==> src/rtl/multicycle_ctrl.sv <==
// Multicycle RV32 control unit: IF/ID/EX/MEM/WB sequencing with registered
// datapath controls, sticky illegal-instruction halt and retired-instruction count.
module multicycle_ctrl #(
   parameter int MEM_HANDSHAKE = 1
) (
   input  logic        clk,
   input  logic        rst,
   input  logic [31:0] instr,
   input  logic        Zero,
   input  logic        dAck,
   output logic        PCSrc,
   output logic        ALUSrc,
   output logic        RegWrite,
   output logic        MemToReg,
   output logic        loadPC,
   output logic        MemRead,
   output logic        MemWrite,
   output logic [3:0]  ALUCtrl,
   output logic        fetch,
   output logic        illegal,
   output logic [31:0] instret
);

   typedef enum logic [2:0] {
      S_IF   = 3'd0,
      S_ID   = 3'd1,
      S_EX   = 3'd2,
      S_MEM  = 3'd3,
      S_WB   = 3'd4,
      S_HALT = 3'd5
   } state_t;

   localparam logic [6:0] OP_LOAD  = 7'b0000011;
   localparam logic [6:0] OP_STORE = 7'b0100011;
   localparam logic [6:0] OP_R     = 7'b0110011;
   localparam logic [6:0] OP_I     = 7'b0010011;
   localparam logic [6:0] OP_BR    = 7'b1100011;

   localparam logic [3:0] ALU_AND = 4'b0000;
   localparam logic [3:0] ALU_OR  = 4'b0001;
   localparam logic [3:0] ALU_ADD = 4'b0010;
   localparam logic [3:0] ALU_SUB = 4'b0110;
   localparam logic [3:0] ALU_SLT = 4'b0111;
   localparam logic [3:0] ALU_SRL = 4'b1000;
   localparam logic [3:0] ALU_SLL = 4'b1001;
   localparam logic [3:0] ALU_SRA = 4'b1010;
   localparam logic [3:0] ALU_XOR = 4'b1101;

   state_t      state, next_state;
   logic [6:0]  opcode;
   logic [2:0]  funct3;
   logic        f7b5;
   logic        is_r, is_i, is_lw, is_sw, is_beq, legal;
   logic [3:0]  alu_dec;
   logic        src_dec;
   logic        zero_q;
   logic        mem_rd_d, mem_wr_d, reg_wr_d, mem2reg_d, load_pc_d, pc_src_d;
   logic        instr_unused;

   assign opcode = instr[6:0];
   assign funct3 = instr[14:12];
   assign f7b5   = instr[30];
   assign instr_unused = ^{instr[31], instr[29:15], instr[11:7]};

   assign is_r   = (opcode == OP_R);
   assign is_i   = (opcode == OP_I);
   assign is_lw  = (opcode == OP_LOAD)  && (funct3 == 3'b010);
   assign is_sw  = (opcode == OP_STORE) && (funct3 == 3'b010);
   assign is_beq = (opcode == OP_BR)    && (funct3 == 3'b000);
   assign legal  = is_r | is_i | is_lw | is_sw | is_beq;
   assign src_dec = is_i | is_lw | is_sw;

   assign fetch = (state == S_IF);

   // funct7[5] only distinguishes SUB (R-type) and SRA/SRAI; I-type 000 is always ADD.
   always_comb begin
      alu_dec = ALU_ADD;
      if (is_beq) begin
         alu_dec = ALU_SUB;
      end else if (is_r || is_i) begin
         case (funct3)
            3'b000:  alu_dec = (is_r && f7b5) ? ALU_SUB : ALU_ADD;
            3'b001:  alu_dec = ALU_SLL;
            3'b010,
            3'b011:  alu_dec = ALU_SLT;
            3'b100:  alu_dec = ALU_XOR;
            3'b101:  alu_dec = f7b5 ? ALU_SRA : ALU_SRL;
            3'b110:  alu_dec = ALU_OR;
            default: alu_dec = ALU_AND;
         endcase
      end
   end

   always_comb begin
      // NOTE: every always_comb output is defaulted first so no latch can be inferred.
      next_state = state;
      case (state)
         S_IF:    next_state = S_ID;
         S_ID:    next_state = legal ? S_EX : S_HALT;
         S_EX:    next_state = (is_lw || is_sw) ? S_MEM : S_WB;
         S_MEM:   next_state = ((MEM_HANDSHAKE == 0) || dAck) ? S_WB : S_MEM;
         S_WB:    next_state = S_IF;
         S_HALT:  next_state = S_HALT;
         default: next_state = S_IF;
      endcase

      // Controls are registered against the state being entered, so they line up with it.
      mem_rd_d  = (next_state == S_MEM) && is_lw;
      mem_wr_d  = (next_state == S_MEM) && is_sw;
      load_pc_d = (next_state == S_WB);
      reg_wr_d  = load_pc_d && (is_r || is_i || is_lw);
      mem2reg_d = load_pc_d && is_lw;
      pc_src_d  = load_pc_d && is_beq && ((state == S_EX) ? Zero : zero_q);
   end

   always_ff @(posedge clk or negedge rst) begin
      // NOTE: sequential state uses non-blocking assignments only.
      if (!rst) state <= S_IF;
      else      state <= next_state;
   end

   always_ff @(posedge clk or negedge rst) begin
      if (!rst) begin
         PCSrc    <= 1'b0;
         ALUSrc   <= 1'b0;
         RegWrite <= 1'b0;
         MemToReg <= 1'b0;
         loadPC   <= 1'b0;
         MemRead  <= 1'b0;
         MemWrite <= 1'b0;
         ALUCtrl  <= ALU_AND;
         illegal  <= 1'b0;
         instret  <= '0;
         zero_q   <= 1'b0;
      end else begin
         PCSrc    <= pc_src_d;
         RegWrite <= reg_wr_d;
         MemToReg <= mem2reg_d;
         loadPC   <= load_pc_d;
         MemRead  <= mem_rd_d;
         MemWrite <= mem_wr_d;
         if (next_state == S_HALT) begin
            ALUCtrl <= ALU_AND;
            ALUSrc  <= 1'b0;
            illegal <= 1'b1;
         end else if (state == S_ID) begin
            ALUCtrl <= alu_dec;
            ALUSrc  <= src_dec;
         end
         if (state == S_EX) zero_q  <= Zero;
         if (state == S_WB) instret <= instret + 32'd1;
      end
   end

endmodule

==> config.mk <==
export PLATFORM = sky130hd
export DESIGN_NAME = multicycle_ctrl
export DESIGN_NICKNAME = d
export VERILOG_FILES = /design/src/rtl/multicycle_ctrl.sv
export SDC_FILE = /design/constraint.sdc
export NUM_CORES = 1
export LEC_CHECK = 0
export BUFFER_PORTS_ARGS = -buffer_cell sky130_fd_sc_hd__buf_2
export CORE_UTILIZATION = 50
export DETAILED_ROUTE_END_ITERATION = 6
export PLACE_DENSITY = 0.84
export SYNTH_ARGS = -nofsm -noshare
export SYNTH_HDL_FRONTEND = slang
export SYNTH_SLANG_ARGS = --single-unit
==> constraint.sdc <==
create_clock -name clk -period 2.1 [get_ports clk]
set_input_delay 0 -clock clk [delete_from_list [all_inputs] [get_ports clk]]
set_output_delay 0 -clock clk [all_outputs]
set_load 0.02 [all_outputs]
==> results of run 1 <==
worst min-delay path, delay by kind of cell:
family	cells	cell delay, ns
buffers and inverters	1	0.11
and+or+nand+nor	3	0.19
cells in the mapped netlist (all sizes together) (2+ instances only):
library cell / count
a211oi: 3
a22o: 2
and4: 4
buf: 3
clkbuf: 6
dfrtp: 48
inv: 9
mux2: 2
nand2: 19
nand2b: 4
nand3: 10
nand4: 9
nand4bb: 2
nor2: 11
nor2b: 3
nor3: 19
nor3b: 2
nor4: 9
o21ai: 6
o31ai: 2
or3: 3
xnor2: 11
xor2: 20
state kept, by name, summed over array words and instances, names as in the netlist:
register	flops
ALUCtrl	4
ALUSrc	1
MemRead	1
MemToReg	1
MemWrite	1
PCSrc	1
RegWrite	1
illegal	1
instret	32
loadPC	1
state	3
zero_q	1
report_power, final:
part	leakage, nW	internal [mW]	switching, mW
Combinational	0.796	0.161	0.252
Clock	0.0414	0.237	0.313
Sequential	0.650	0.982	0.0806
Total	1.49	1.38	0.646
layer usage:
layer | global-route usage (%) | up-vias | share of wire, %
met5 | 0 | - | 0
met1 | 27.1 | 869 | 45
li1 | - | 921 | -
met3 | 5.63 | 6 | 5.0
met2 | 35.3 | 53 | 50
met4 | 4.67 | 0 | 0.92
final cells by class:
class | instances | area (sq um) | share of cell area (%)
clock inverters | 2 | 16.3 | 0.556
inverters | 9 | 33.8 | 1.15
flip-flops and latches | 48 | 1200 | 41.0
repair buffers | 73 | 418 | 14.3
clock buffers | 6 | 72.6 | 2.48
multi-input cells | 155 | 1120 | 38.3
well taps | 52 | 65.1 | 2.22
final timing paths:
kind                                  start           to  slack (ns)  cells after the start
worst max-delay path             instret[4]  instret[18]        0.18                      4
worst min-delay path               instr[6]     MemToReg        0.03                      4
worst max register to register   instret[4]  instret[18]        0.18                      4
worst min register to register  instret[31]  instret[31]        0.46                      1
max in group asynchronous               rst  instret[26]        1.34                      3
min in group asynchronous               rst   instret[2]        0.19                      2
logic make-up (layout without fill, tap and decap cells):
family / Yosys count / in the layout
adders and majority gates: 1 / 1
DFF: 48 / 48
muxes: 2 / 2
xor gates and xnor gates: 31 / 31
AOI/OAI and AO/OA: 19 / 19
and+or+nand+nor: 102 / 102
buffers and inverters: 18 / 90
==> reports/metrics.cfg, run 1 <==
[clock_tree]
htreeDepth=2
cts.sink_count=48
ctsLongestPathBuffers=2
cts-buffers-inserted=5
cts_tree=built
postCtsSetupBuffers=0
root_buffer=clkbuf_8
post_cts_resized=0
clk_pin_slew_worst_paths_ns=0.09
ctsHoldBuffers=7
worst_skew_pair.late_latency_ns=0.30

[logic_synthesis]
async_flop_share_pct=100
synthTopCellsByArea=dfrtp_1, xor2_1, xnor2_1
synth_mux_area_share_pct=0.936
synth_area_per_cell_sq_um=10.9
synth_compound_area_share_pct=5.56
synth_top_area_share_pct=49.9
synth_simple_gate_area_share_pct=28.3
ys_seq_area_share_pct=49.9
yosysTopAreaCell=dfrtp_1
synth-adder-area-share_pct=0.520
synth.cell_area_sq_um=2410
yosys_warnings=0
synth-xor-area-share_pct=11.3
synth.distinct_cells=43
synth_edf_count=0
synth_top_family_by_area=simple AND/OR/NAND/NOR gates
syn-num-nets=258
yosys_most_used_dff=dfrtp_1
synth_seq_cells=48
syn_inst=221

[floorplanning]
die_w_um=71.4
die_area_sq_um=5090
fp.dieH_um=71.4
ios=81
placeableCoreArea_sq_um=4470
rows=24
start_util_pct=53.8

[worst_setup_path]
start_kind=flop
critPathMaxFanout=18
cp_slowest_stage_delay_ns=0.71
crit_required_ns=2.32
crit_chain=nand4_4 -> or4_4 -> nor4_2 -> xor2_1
arrival_ns=2.14
path_buf_inv=0
crit_path_end_kind=flop
critPathTopFamily=simple AND/OR/NAND/NOR gates
crit_type=reg -> reg
cp_slowest_cell=or4_4

[final_layout]
num_antenna_cells=0
drive_above_1_share_pct=32.1
syn2layout_area_growth_pct=21.7
final_cell_mix=buf_2, dfrtp_1, xor2_1, nand2_1
fillCellCount=366
fin_area_sq_um=2930
finalNetCount=329
final_common_cell=buf_2
fin_util_pct=65.4
fin_cells=345

[placement]
hpwl_um=3520
dp_slack_ns=0.187
port-buffer-count=59
dpl_cell_area_sq_um=2770
dp.cells=330
routabilityCongestion=0.847

[routing]
routed_wl_um=4800
drt_iter0_markers=109
routedWlPerCell_um=13.9
vias_per_cell=5.36
drtPass1Iterations=6
routed-via-count=1849
drc=4
ant_nets=0

[global_route]
grt_pass1_vias=1817
antenna_found_initial=0
grt_pass1_wl_um=8340
grt_use_total_pct=20.9
grt-ovfl-total=0
grt_max_degree=24

[timing]
slew_viol_final=0
period_needed_ns=1.92
rsz0062_at_grt=no
period_share_pct=91.4
tightest_slew_ns=0.551
finalHoldViolations=0
report.final.setup_viol=0
fmax_ghz=0.521
tns_ns=0
final.setup.worst_slack_ns=0.181
fin_worst_skew_ns=0.00785
hold_slack_ns=0.0322
slew_headroom_pct=62.9

[power]
p_total_mw=2.03
leakage_nw=1.49
power_density_nw_per_um2=692
ir_worst_vdd_mv=0.360

[status]
violations=DRC
outcome=complete, but fails checks

[flow_run]
cap_violations=0

[worst_hold_path]
hold_path_class=in -> reg

(Power assumes the default switching activity.)
==> inputs of run 2 (changes only) <==
--- a/config.mk
+++ b/config.mk
@@ -9,6 +9,7 @@
 export CORE_UTILIZATION = 50
 export DETAILED_ROUTE_END_ITERATION = 6
 export PLACE_DENSITY = 0.84
+export SLEW_MARGIN = 25
 export SYNTH_ARGS = -nofsm -noshare
 export SYNTH_HDL_FRONTEND = slang
 export SYNTH_SLANG_ARGS = --single-unit
==> constraint.sdc (replaced) <==
create_clock -name clk -period 2.1 [get_ports clk]
set_input_delay 0 -clock clk [delete_from_list [all_inputs] [get_ports clk]]
set_output_delay 0 -clock clk [all_outputs]
set_load 0.05 [all_outputs]
==> run 2 against run 1 <==
Global-route usage grew 0.68 points; critical path depth is the same; flip-flop and latch count is the same; fmax shrank 0.11%; power grew 9.0%; non-clock buffer count shrank 2; highest routed layer unchanged; critical endpoint unchanged; register-to-register slack is essentially flat; the flow still finishes with violations (DRC); clock skew shrank 0.0015 ns.
==> reports/metrics.cfg, run 2 (same netlist as run 1, synthesis figures left out) <==
[timing]
finalHoldViolations=0  ; unchanged
rsz0062_at_grt=no
period_needed_ns=1.92  ; +0.00216 ns
fmax_ghz=0.520  ; -0.11%
fin_worst_skew_ns=0.00630  ; -0.00155 ns
report.final.setup_viol=0  ; unchanged
tightest_slew_ns=0.630  ; +0.0794 ns
tns_ns=0  ; unchanged
period_share_pct=91.5  ; +0.10 points
slew_headroom_pct=57.6  ; -5.3 points
slew_viol_final=0  ; unchanged

[routing]
highest_layer=met4
drc=4  ; unchanged
routed-via-count=1901  ; +2.8%
wl_met1_um=2120  ; -0.84%
wl_met2_um=2530  ; +6.3%
routed_wl_um=4890  ; +1.9%
drtPass1Iterations=6  ; unchanged
dr_wl_met3_um=168  ; -30%
drt_iter0_markers=121  ; +11%
vias_per_cell=5.54  ; +3.4%
ant_nets=0  ; unchanged
routedWlPerCell_um=14.3  ; +2.5%

[global_route]
grt_max_degree=31  ; +29%
grt_pass1_vias=1848  ; +1.7%
antenna_found_initial=0  ; unchanged
grt-ovfl-total=0  ; unchanged
grt_use_total_pct=21.6  ; +0.68 points
grt_pass1_wl_um=8510  ; +2.1%

[final_layout]
seqCellArea_sq_um=1210  ; +0.63%
largest_reg_flops=32  ; unchanged
largestRegisters=instret: 32 flops, ALUCtrl: 4 flops, state: 3 flops
fin_area_sq_um=2940  ; +0.38%
multiInputGateArea_sq_um=1120  ; unchanged
top_register=instret
final_cell_mix=buf_2, dfrtp_1, xor2_1, nand2_1
drive_above_1_share_pct=33.7  ; +1.6 points
fillCellCount=370  ; +1.1%
num_antenna_cells=0  ; unchanged
syn2layout_area_growth_pct=22.2
final_common_cell=buf_2
finalNetCount=327  ; -0.61%

[status]
violations=DRC
outcome=complete, but fails checks

[clock_tree]
root_buffer=clkbuf_8
htreeDepth=2  ; unchanged
worst_skew_pair.late_latency_ns=0.30  ; about the same
clk_pin_slew_worst_paths_ns=0.08  ; about the same
cts.sink_count=48  ; unchanged
cts_tree=built
ctsLongestPathBuffers=2  ; unchanged
post_cts_resized=0  ; unchanged
cts-buffers-inserted=5  ; unchanged

[floorplanning]
die_area_sq_um=5090  ; unchanged
fp.dieH_um=71.4  ; unchanged
rows=24  ; unchanged
start_util_pct=53.8  ; unchanged
placeableCoreArea_sq_um=4470  ; unchanged
die_w_um=71.4  ; unchanged
ios=81  ; unchanged

[worst_setup_path]
arrival_ns=2.14  ; about the same
crit_type=reg -> reg
start_kind=flop
crit_path_end_kind=flop
critPathMaxFanout=18  ; unchanged
crit_required_ns=2.32  ; about the same

[worst_hold_path]
hold_path_class=in -> reg

[placement]
hpwl_um=3570  ; +1.5%
routabilityCongestion=0.787  ; -7.1%
dpl_cell_area_sq_um=2760  ; -0.27%
port-buffer-count=59  ; unchanged

[flow_run]
cap_violations=0  ; unchanged

[power]
ir_worst_vdd_mv=0.346  ; -3.8%
leakage_nw=1.48  ; -0.41%
power_density_nw_per_um2=751  ; +8.6%

-- run 2: cell count changes in the layout (fill, tap and decap cells not counted) --
cell        previous run  this run
buf_4                  7         5
bufinv_16              0         1
clkinv_2               0         1
clkinv_4               1         0
clkinvlp_4             1         0
dfrtp_1               48        42
dfrtp_2                0         6
-- run 2: layout make-up --
type                       count  share of cell area [%]
sequential                    48                    41.1
multi-input combinational    155                    38.1
timing repair buffer          71                    13.7
clock buffer                   6                    2.47
tap                           52                    2.21
clock inverter                 2                    1.19
inverter                       9                    1.15
-- run 2: critical path, cell delays in order, from the launching register on --
cell,delay [ns]
dfrtp_2,0.45
nand4_4,0.15
or4_4,0.71
nor4_2,0.35
xor2_1,0.18
-- run 2: path summary, 6_finish.rpt --
path	slack (ns)	cells after the start	end	startpoint
setup reg to reg	0.18	4	instret[18]	instret[3]
hold / removal	0.04	4	PCSrc	instr[2]
max in group asynchronous	1.15	3	MemToReg	rst
hold reg to reg	0.46	1	illegal	illegal
min in group asynchronous	0.26	2	instret[17]	rst
setup / recovery	0.18	4	instret[18]	instret[3]
-- run 2: report_power, final --
| part | internal [mW] | total (mW) | leakage, nW | switching (mW) |
|---|---|---|---|---|
| clock network | 0.353 | 0.646 | 0.0552 | 0.293 |
| logic | 0.149 | 0.487 | 0.786 | 0.338 |
| registers | 0.984 | 1.08 | 0.640 | 0.0913 |
-- run 2: metrics by stage --
stage	hold slack (ns)	setup WS [ns]	utilization [%]	power, mW	cells
2_1_floorplan	-0.296	0.00414	-	1.43	221
4_1_cts	0.0318	0.173	65.7	2.23	343
5_1_grt	0.0631	0.0928	65.7	2.32	343
3_3_place_gp	0.0569	0.258	61.7	1.56	328
3_5_place_dp	0.0620	0.198	61.7	1.58	328
6_report	0.0446	0.179	65.7	2.21	343
-- run 2: timing repair --
| action | in CTS | in global routing |
|---|---|---|
| hold endpoints to repair | 35 | 0 |
| endpoints found under the setup margin | 0 | 0 |
| buffers inserted | 0 | 0 |
| hold buffers | 7 | 0 |
-- run 2: per-layer routing --
layer	global-route usage, %	vias up
li1	-	913
met1	27.2	937
met2	36.8	45
met3	4.22	6
met4	8.44	0
met5	0	-
